**src/rtl/branch_predictor_pkg.sv**
```systemverilog
// rtl/branch_predictor_pkg.sv - shared RV32 and branch-predictor types and constants
package RV32Consts;
    typedef logic [31:0] IntReg;
endpackage

package BranchPredConsts;
    typedef logic [1:0] ctr2_t;

    // Weakly not-taken: first taken resolution flips the prediction.
    localparam ctr2_t WNT = 2'b01;

    typedef struct packed {
        logic              valid;
        RV32Consts::IntReg pc;
    } redirect_t;
endpackage

```
**src/rtl/sat_counter2.sv**
```systemverilog
// rtl/sat_counter2.sv - 2-bit saturating up/down counter next-state logic
module sat_counter2
    import BranchPredConsts::*;
(
    input  ctr2_t cur,
    input  logic  taken,
    output ctr2_t next
);

    // Count toward the resolved direction, holding at 0 and 3.
    always_comb begin
        next = cur;
        if (taken && (cur != 2'b11)) begin
            next = cur + 2'd1;
        end else if (!taken && (cur != 2'b00)) begin
            next = cur - 2'd1;
        end
    end

endmodule

```
**src/rtl/branch_predictor.sv**
```systemverilog
// rtl/branch_predictor.sv - tagless bimodal BHT/BTB with registered redirect and perf counters
module branch_predictor
    import RV32Consts::*;
    import BranchPredConsts::*;
#(
    parameter int ENTRIES = 16
) (
    input  logic  clk,
    input  logic  rst_n,
    input  IntReg fetch_pc,
    output logic  pred_taken,
    output IntReg pred_target,
    input  logic  res_valid,
    input  IntReg res_pc,
    input  logic  res_taken,
    input  IntReg res_target,
    input  logic  res_pred_taken,
    input  IntReg res_pred_target,
    output logic  redirect_valid,
    output IntReg redirect_pc,
    output IntReg branch_count,
    output IntReg mispredict_count
);

    localparam int IDX_W = $clog2(ENTRIES);

    ctr2_t              ctr_q [ENTRIES];
    IntReg              tgt_q [ENTRIES];
    logic [ENTRIES-1:0] vld_q;

    logic [IDX_W-1:0] fetch_idx;
    logic [IDX_W-1:0] res_idx;
    ctr2_t            ctr_next;
    logic             mispredict;
    redirect_t        redir_d;
    redirect_t        redir_q;
    IntReg            branch_cnt_q;
    IntReg            mispredict_cnt_q;
    logic             unused_fetch_bits;

    assign fetch_idx = fetch_pc[IDX_W+1:2];
    assign res_idx   = res_pc[IDX_W+1:2];

    // Tables are tagless, so the PC bits outside the index carry no meaning here.
    assign unused_fetch_bits = ^{fetch_pc[31:IDX_W+2], fetch_pc[1:0]};

    // Reads come straight from the registered tables, so a same-cycle update
    // to the same entry is only seen from the next cycle on.
    assign pred_taken  = ctr_q[fetch_idx][1] & vld_q[fetch_idx];
    assign pred_target = vld_q[fetch_idx] ? tgt_q[fetch_idx] : '0;

    sat_counter2 u_sat (
        .cur   (ctr_q[res_idx]),
        .taken (res_taken),
        .next  (ctr_next)
    );

    assign mispredict = res_valid &
                        ((res_taken != res_pred_taken) |
                         (res_taken & (res_target != res_pred_target)));

    // Redirect to the real target when taken, otherwise to the fall-through PC.
    always_comb begin
        redir_d       = '0;
        redir_d.valid = mispredict;
        redir_d.pc    = res_taken ? res_target : (res_pc + 32'd4);
    end

    // BHT/BTB update on each resolved control transfer.
    always_ff @(posedge clk) begin
        if (!rst_n) begin
            for (int i = 0; i < ENTRIES; i++) begin
                ctr_q[i] <= WNT;
                tgt_q[i] <= '0;
            end
            vld_q <= '0;
        end else if (res_valid) begin
            ctr_q[res_idx] <= ctr_next;
            if (res_taken) begin
                tgt_q[res_idx] <= res_target;
                vld_q[res_idx] <= 1'b1;
            end
        end
    end

    // One-cycle redirect pulse; the PC only moves when a new redirect fires.
    always_ff @(posedge clk) begin
        if (!rst_n) begin
            redir_q <= '0;
        end else begin
            redir_q.valid <= redir_d.valid;
            if (redir_d.valid) begin
                redir_q.pc <= redir_d.pc;
            end
        end
    end

    // Free-running performance counters, wrapping naturally at 32 bits.
    always_ff @(posedge clk) begin
        if (!rst_n) begin
            branch_cnt_q     <= '0;
            mispredict_cnt_q <= '0;
        end else begin
            if (res_valid) begin
                branch_cnt_q <= branch_cnt_q + 32'd1;
            end
            if (mispredict) begin
                mispredict_cnt_q <= mispredict_cnt_q + 32'd1;
            end
        end
    end

    assign redirect_valid   = redir_q.valid;
    assign redirect_pc      = redir_q.pc;
    assign branch_count     = branch_cnt_q;
    assign mispredict_count = mispredict_cnt_q;

endmodule
```
**config.mk**
```make
export PLATFORM = sky130hd
export DESIGN_NAME = branch_predictor
export DESIGN_NICKNAME = d
export VERILOG_FILES = /design/src/rtl/branch_predictor_pkg.sv /design/src/rtl/sat_counter2.sv /design/src/rtl/branch_predictor.sv
export SDC_FILE = /design/constraint.sdc
export NUM_CORES = 1
export LEC_CHECK = 0
export BUFFER_PORTS_ARGS = -buffer_cell sky130_fd_sc_hd__buf_2
export CAP_MARGIN = 0
export CORE_MARGIN = 2
export CORE_UTILIZATION = 51
export CTS_BUF_LIST = sky130_fd_sc_hd__clkbuf_16
export DETAILED_ROUTE_END_ITERATION = 16
export PLACE_DENSITY = 0.66
export SYNTH_ARGS = -nofsm -noshare
export SYNTH_HDL_FRONTEND = slang
export SYNTH_SLANG_ARGS = --single-unit
```
**constraint.sdc**
```tcl
create_clock -name clk -period 5.9 [get_ports clk]
set_input_delay 0.295 -clock clk [delete_from_list [all_inputs] [get_ports clk]]
set_output_delay 0.295 -clock clk [all_outputs]
set_load 0.02 [all_outputs]
```
## After elaboration in Yosys (flattened, before gate mapping)

Memories as Yosys holds them, arrays and structs flattened.
Index checks and enable logic that the tools add are counted.

| storage, ports and cells | value |
|---|---|
| logic and storage cells | 53 |
| memories | 2 |
| register bits | 113 |
| bits of input ports | 133 |
| output and inout port bits | 130 |
| bits in writable memories | 544 |

Memory list:

| name | depth | width | rd ports | clocked after memory_dff | write ports | RTL line | text |
|---|---|---|---|---|---|---|---|
| tgt_q | 16 | 32 | 1 | 0 | 16 | branch_predictor.sv:28 | `IntReg tgt_q [ENTRIES];` |
| ctr_q | 16 | 2 | 2 | 0 | 16 | branch_predictor.sv:27 | `ctr2_t ctr_q [ENTRIES];` |

| cells by class | value |
|---|---|
| mux-type cells | 22 |
| bitwise operators | 5 |
| $lt $le $gt $ge | 3 |
| $add $sub $neg | 5 |
| eq/ne operators | 3 |
| reduce and logical (&&, ||, !) cells | 8 |

Operators by type and width:

| operator | count |
|---|---|
| 32-bit two-way mux | 3 |
| 32-bit by 1-bit adder with 32-bit output (second input constant) | 2 |
| 32-bit by 3-bit adder with 32-bit output (second input constant) | 1 |
| 32-bit inequality test | 1 |
| 32-bit OR reduction | 1 |
| 16-bit OR | 1 |
| 1-bit two-way mux | 12 |
| 4-bit by 5-bit less-than comparator with 1-bit output (second input constant) | 2 |
| 4-bit two-way mux | 2 |
| 2-bit two-way mux | 3 |
| 1-bit binary-select mux with 4-bit select | 1 |
| 1-bit demux with 4-bit select | 1 |
| 4-bit by 1-bit greater-or-equal comparator with 1-bit output (second input constant) | 1 |
| 1-bit bitwise AND | 3 |
| 1-bit logical AND | 3 |
| 2-bit by 1-bit adder with 2-bit output (second input constant) | 1 |
| 2-bit inequality test (second input constant) | 1 |
| 2-bit AND reduction | 1 |
| 2-bit nonzero test | 1 |
| 2-bit OR reduction | 1 |
| 2-bit by 1-bit subtractor with 2-bit output (second input constant) | 1 |
| 1-bit zero test | 1 |
| 1-bit inequality test | 1 |
| 1-bit OR | 1 |

## Depth between registers and ports, before layout

| depth | value |
|---|---|
| depth in word-level cells | 6 |
| gate-level depth with buffers | 13 |
| gate-level depth less buffers | 11 |

## By module

Synthesis repeated with hierarchy kept, for this count alone.

| second synthesis, totals | value |
|---|---|
| cell total of the unflattened synthesis | 2301 |
| area, all modules | 30760.8 um^2 |

By module, submodules not included:

| module | seq. area each (um^2) | instances | cells each | area an instance (um^2) |
|---|---|---|---|---|
| branch_predictor | 18597.8 | 1 | 2294 | 30700.7 |
| sat_counter2 | 0.0 | 1 | 7 | 60.1 |

## Worst setup path after synthesis

Ideal clock, no wire load.

| path | value |
|---|---|
| kind | in2reg |
| start point | input port res_pc[5] |
| end point | memory tgt_q[0][0] (netlist name), enable pin |
| library setup time | 466 ps |
| required time | 5434 ps |
| arrival | 3802 ps |
| buffers on the path | 2 |
| cell stages on the path | 5 |
| setup slack | 1632 ps |
| cell sequence | buf_2 -> buf_1 -> nor3_1 -> nand2_1 -> o21ai_0 |

RTL lines:

| what | RTL line | text |
|---|---|---|
| start: declaration | branch_predictor.sv:14 | `input IntReg res_pc,` |
| end: declaration | branch_predictor.sv:28 |  |

## Worst setup path in the final report

| path | value |
|---|---|
| start point | input port fetch_pc[2] |
| end point | output port pred_target[6] |

| between the ends | value |
|---|---|
| longest elaborated chain between the ends | 3 |
| elaborated cells on any way between the ends | 4 |
| classes of those cells | mux: 3; memory: 1 |

RTL lines:

| what | RTL line | text |
|---|---|---|
| start: declaration | branch_predictor.sv:10 | `input IntReg fetch_pc,` |
| 1-bit binary-select mux with 4-bit select | branch_predictor.sv:50 | `assign pred_target = vld_q[fetch_idx] ? tgt_q[fetch_idx] : '0;` |
| 1-bit two-way mux (implied by the code) | branch_predictor.sv:50 |  |
| 32-bit two-way mux (*) | branch_predictor.sv:50 |  |
| end: declaration | branch_predictor.sv:12 | `output IntReg pred_target,` |

Mark *: on every way between the ends. The rest lies on a longest branch, timed or not. The select of a mux whose other input is x is not followed.

==> flow_summary.toml <==
[clock_tree]
cts_resized = 0
numCtsBuffers = 72
clk_pin_slew_ns = 0.06
cts.sinks = 657
clk-insertion-delay-late_ns = 0.62
clockBufferDepth = 3
root_buffer = "clkbuf_16"
cts_tree = "built"
htreeDepth = 3

[routing]
vias = 20100
wirelength_mm = 86.9
firstDrtPassIters = 5
first_iter_violations = 2228
drc = 0
antenna_left = 0
vias_per_cell = 6.15
post_drt_wl_per_cell_um = 26.5

[synth]
synth_nets = 2429
synth.avg_cell_area_um2 = 13.1
ys_warn_count = 0
yosysSeqAreaShare_pct = 62.2
ys_types = 64
synth_top_area_share_pct = 54.7
synth_top_cell_by_area = "edfxtp_1"
synth_ff_type = "edfxtp_1"
netlist_instances = 2288
ys_seq_elements = 657
synth_area_leaders = "edfxtp_1 (55%), mux4_2 (13%), dfxtp_1 (7.6%), nor2_1 (7.2%), clkbuf_1 (1.9%)"
async_flop_share_pct = 0
synth_edf_count = 544
synth_area_um2 = 29900

[global_route]
grt_max_degree = 72
grt_usage_pct = 29.3
grt_pass1_vias = 20600
grt_first_pass_wirelength_mm = 130
gr-total-overflow = 0
antenna_found_initial = 3

[power]
power_w = 0.0106
leakage_nw = 11.6
power_density_nw_per_um2 = 311
peakVddDrop_uv = 230

[die]
die_x_um = 246
design.core.area_um2 = 57800
boundaryPins = 263
die_y_um = 246
design.die.area_um2 = 60500
initial_utilization_pct = 51.7
fp-row-count = 88

[sta]
fin_skew_ns = 0.0137
setup_viol = 0
worst_slack_ns = 2.49
timing.final.crit_share_pct = 57.7
maxSlewViolCount = 0
fmax_mhz = 294
finalSetupTns_ns = 0
rsz0062_at_grt = "false"
hold_viol = 0
fin_crit_ns = 3.41
tightestPinTransition_ns = 1.17
slew-limit-headroom_pct = 21.6

[layout]
fillers = 4627
drive_above_1_share_pct = 24.5
final_net_count = 2595
fin_util_pct = 59.1
area_growth_syn_to_layout_pct = 14.2

[worst_hold_path]
holdPathEnd = "redirect_pc[28]$_SDFFE_PN0P_"
hold_path.class = "in2reg"
hp-start = "res_target[28]"
worstHoldPathCells = 3

[setup_path]
crit_path_max_fanout = 71
rr_startpoint = "ctr_q[6][1]$_SDFFCE_PN0P_"
end_kind = "output port"
criticalPathCategory = "in2out"
timing.rr.end = "ctr_q[4][1]$_SDFFCE_PN0P_"
rr_worst_depth = 10
cp.required_ns = 5.61
startpoint_type = "primary input"
r2r_slack_ns = 2.68
cp.arrival_ns = 3.11

[run_status]
status = "completed"

[place]
place_hpwl_mm = 55.1
finalWeightedCongestion = 0.915
preCtsSetupSlack_ns = 1.96
port_buffers = 234

[job]
cap_viol_max_count = 0
-- metal layers --
layer | wire [µm] | track usage [%] | share of wire [%]
met5 | 18 | 0 | 0.021
met4 | 3220 | 11.5 | 3.7
met3 | 7690 | 6.06 | 8.8
met2 | 42600 | 48.4 | 49
met1 | 33400 | 38.0 | 38
-- placed cells by master (no fill, tap or decap), types with 16 or more instances in the layout --
master | Yosys | layout
nor2_1 | 571 | 571
edfxtp_1 | 544 | 544
buf_2 | 22 | 231
mux4_2 | 177 | 177
nand2_1 | 138 | 122
dfxtp_1 | 113 | 113
clkbuf_16 | 0 | 77
xor2_1 | 57 | 57
nand3_1 | 55 | 55
buf_4 | 1 | 47
nor2b_1 | 35 | 35
nand4_1 | 34 | 34
o21ai_0 | 46 | 34
a21oi_1 | 31 | 31
nor3_1 | 28 | 28
xnor2_1 | 27 | 27
nand2b_1 | 24 | 24
nor4_1 | 21 | 21
clkinv_1 | 1 | 21
inv_1 | 9 | 20
o21ai_4 | 0 | 18
nand2_2 | 0 | 16
o21ai_1 | 22 | 16
-- flip-flops by register name, indices dropped and copies added, names as in the netlist --
signal,count
tgt_q,512
branch_count,32
ctr_q,32
mispredict_count,32
redirect_pc,32
vld_q,16
redirect_valid,1
-- critical path: stages --
cell      delay (ns)
clkbuf_8        0.64
mux4_2          0.61
mux2_2          0.30
o21ai_4         0.74
nor2b_1         0.13
buf_2           0.20
-- layout make-up --
| type | instances | area (µm²) | area share (%) |
|---|---|---|---|
| Timing Repair Buffer | 282 | 1550 | 4.55 |
| Antenna cell | 1 | 2.50 | 0.00733 |
| Clock inverter | 51 | 325 | 0.953 |
| Clock buffer | 77 | 1930 | 5.64 |
| Multi-Input combinational cell | 1429 | 10700 | 31.4 |
| Inverter | 12 | 45.0 | 0.132 |
| Sequential cell | 657 | 18600 | 54.5 |
| Tap cell | 765 | 957 | 2.80 |
-- power by group --
part	internal, W	total, W	switching [W]	leakage, nW
logic	0.000359	0.000972	0.000613	4.43
clock network	0.00252	0.00434	0.00183	1.16
registers	0.00523	0.00530	0.0000662	6.07
total	0.00811	0.0106	0.00251	11.6
-- through the flow --
| stage | cells | area (µm²) | hold WS [ns] |
|---|---|---|---|
| floorplan | 2288 | 29900 | 0.420 |
| global placement | 3143 | 31900 | 0.429 |
| detailed placement | 3143 | 31900 | 0.442 |
| CTS | 3273 | 34100 | 0.0704 |
| global route | 3273 | 34100 | 0.113 |
| finish | 3274 | 34100 | 0.0991 |
-- worst max-delay path by stage --
stage / from / to / slack, ns / cells past startpoint
floorplan: res_pc[5] / tgt_q[0][0]$_SDFFCE_PN0P_ / 1.63 / 5
global placement: res_valid / tgt_q[6][15]$_SDFFCE_PN0P_ / 2.09 / 6
detailed placement: res_valid / tgt_q[6][12]$_SDFFCE_PN0P_ / 1.96 / 6
CTS: fetch_pc[2] / pred_taken / 2.33 / 6
global route: fetch_pc[2] / pred_taken / 2.16 / 6
finish: fetch_pc[2] / pred_target[6] / 2.49 / 6
-- repair_timing --
action                     in CTS  in global routing
hold endpoints to repair        2                  0
setup buffers                   0                  0
setup endpoints to repair       0                  0
hold buffers                    2                  0
-- synth_stat cells (2+ instances only) --
master,instances
nor2_1,571
edfxtp_1,544
mux4_2,177
clkbuf_1,149
nand2_1,138
dfxtp_1,113
xor2_1,57
nand3_1,55
o21ai_0,46
nor2b_1,35
nand4_1,34
a21oi_1,31
nor3_1,28
xnor2_1,27
nand2b_1,24
buf_2,22
o21ai_1,22
nor4_1,21
buf_1,16
o311ai_1,15
o41ai_1,15
mux2i_1,12
and3_1,10
nor2_2,10
and4_1,9
inv_1,9
ha_1,8
and2_1,7
nor4_2,7
or4_1,7
a311oi_1,6
o2111ai_1,6
o211a_1,6
nor4b_1,4
o21bai_1,4
o31ai_1,4
a211o_1,3
or3_1,3
a211oi_1,2
a31oi_1,2
inv_2,2
nor3b_2,2
o211ai_1,2
o21a_1,2
o22ai_1,2
-- logic make-up after synthesis --
family                     count (synthesis)  synth area share [%]
and+or+nand+nor                          969                  14.4
muxes                                    192                  13.9
DFF                                      657                  62.2
xor gates and xnor gates                  85                  2.55
AOI/OAI and AO/OA                        175                  3.85
buffers and inverters                    202                  2.70
adders and majority gates                  8                 0.335
No activity file was read; power rests on OpenSTA's default activity.
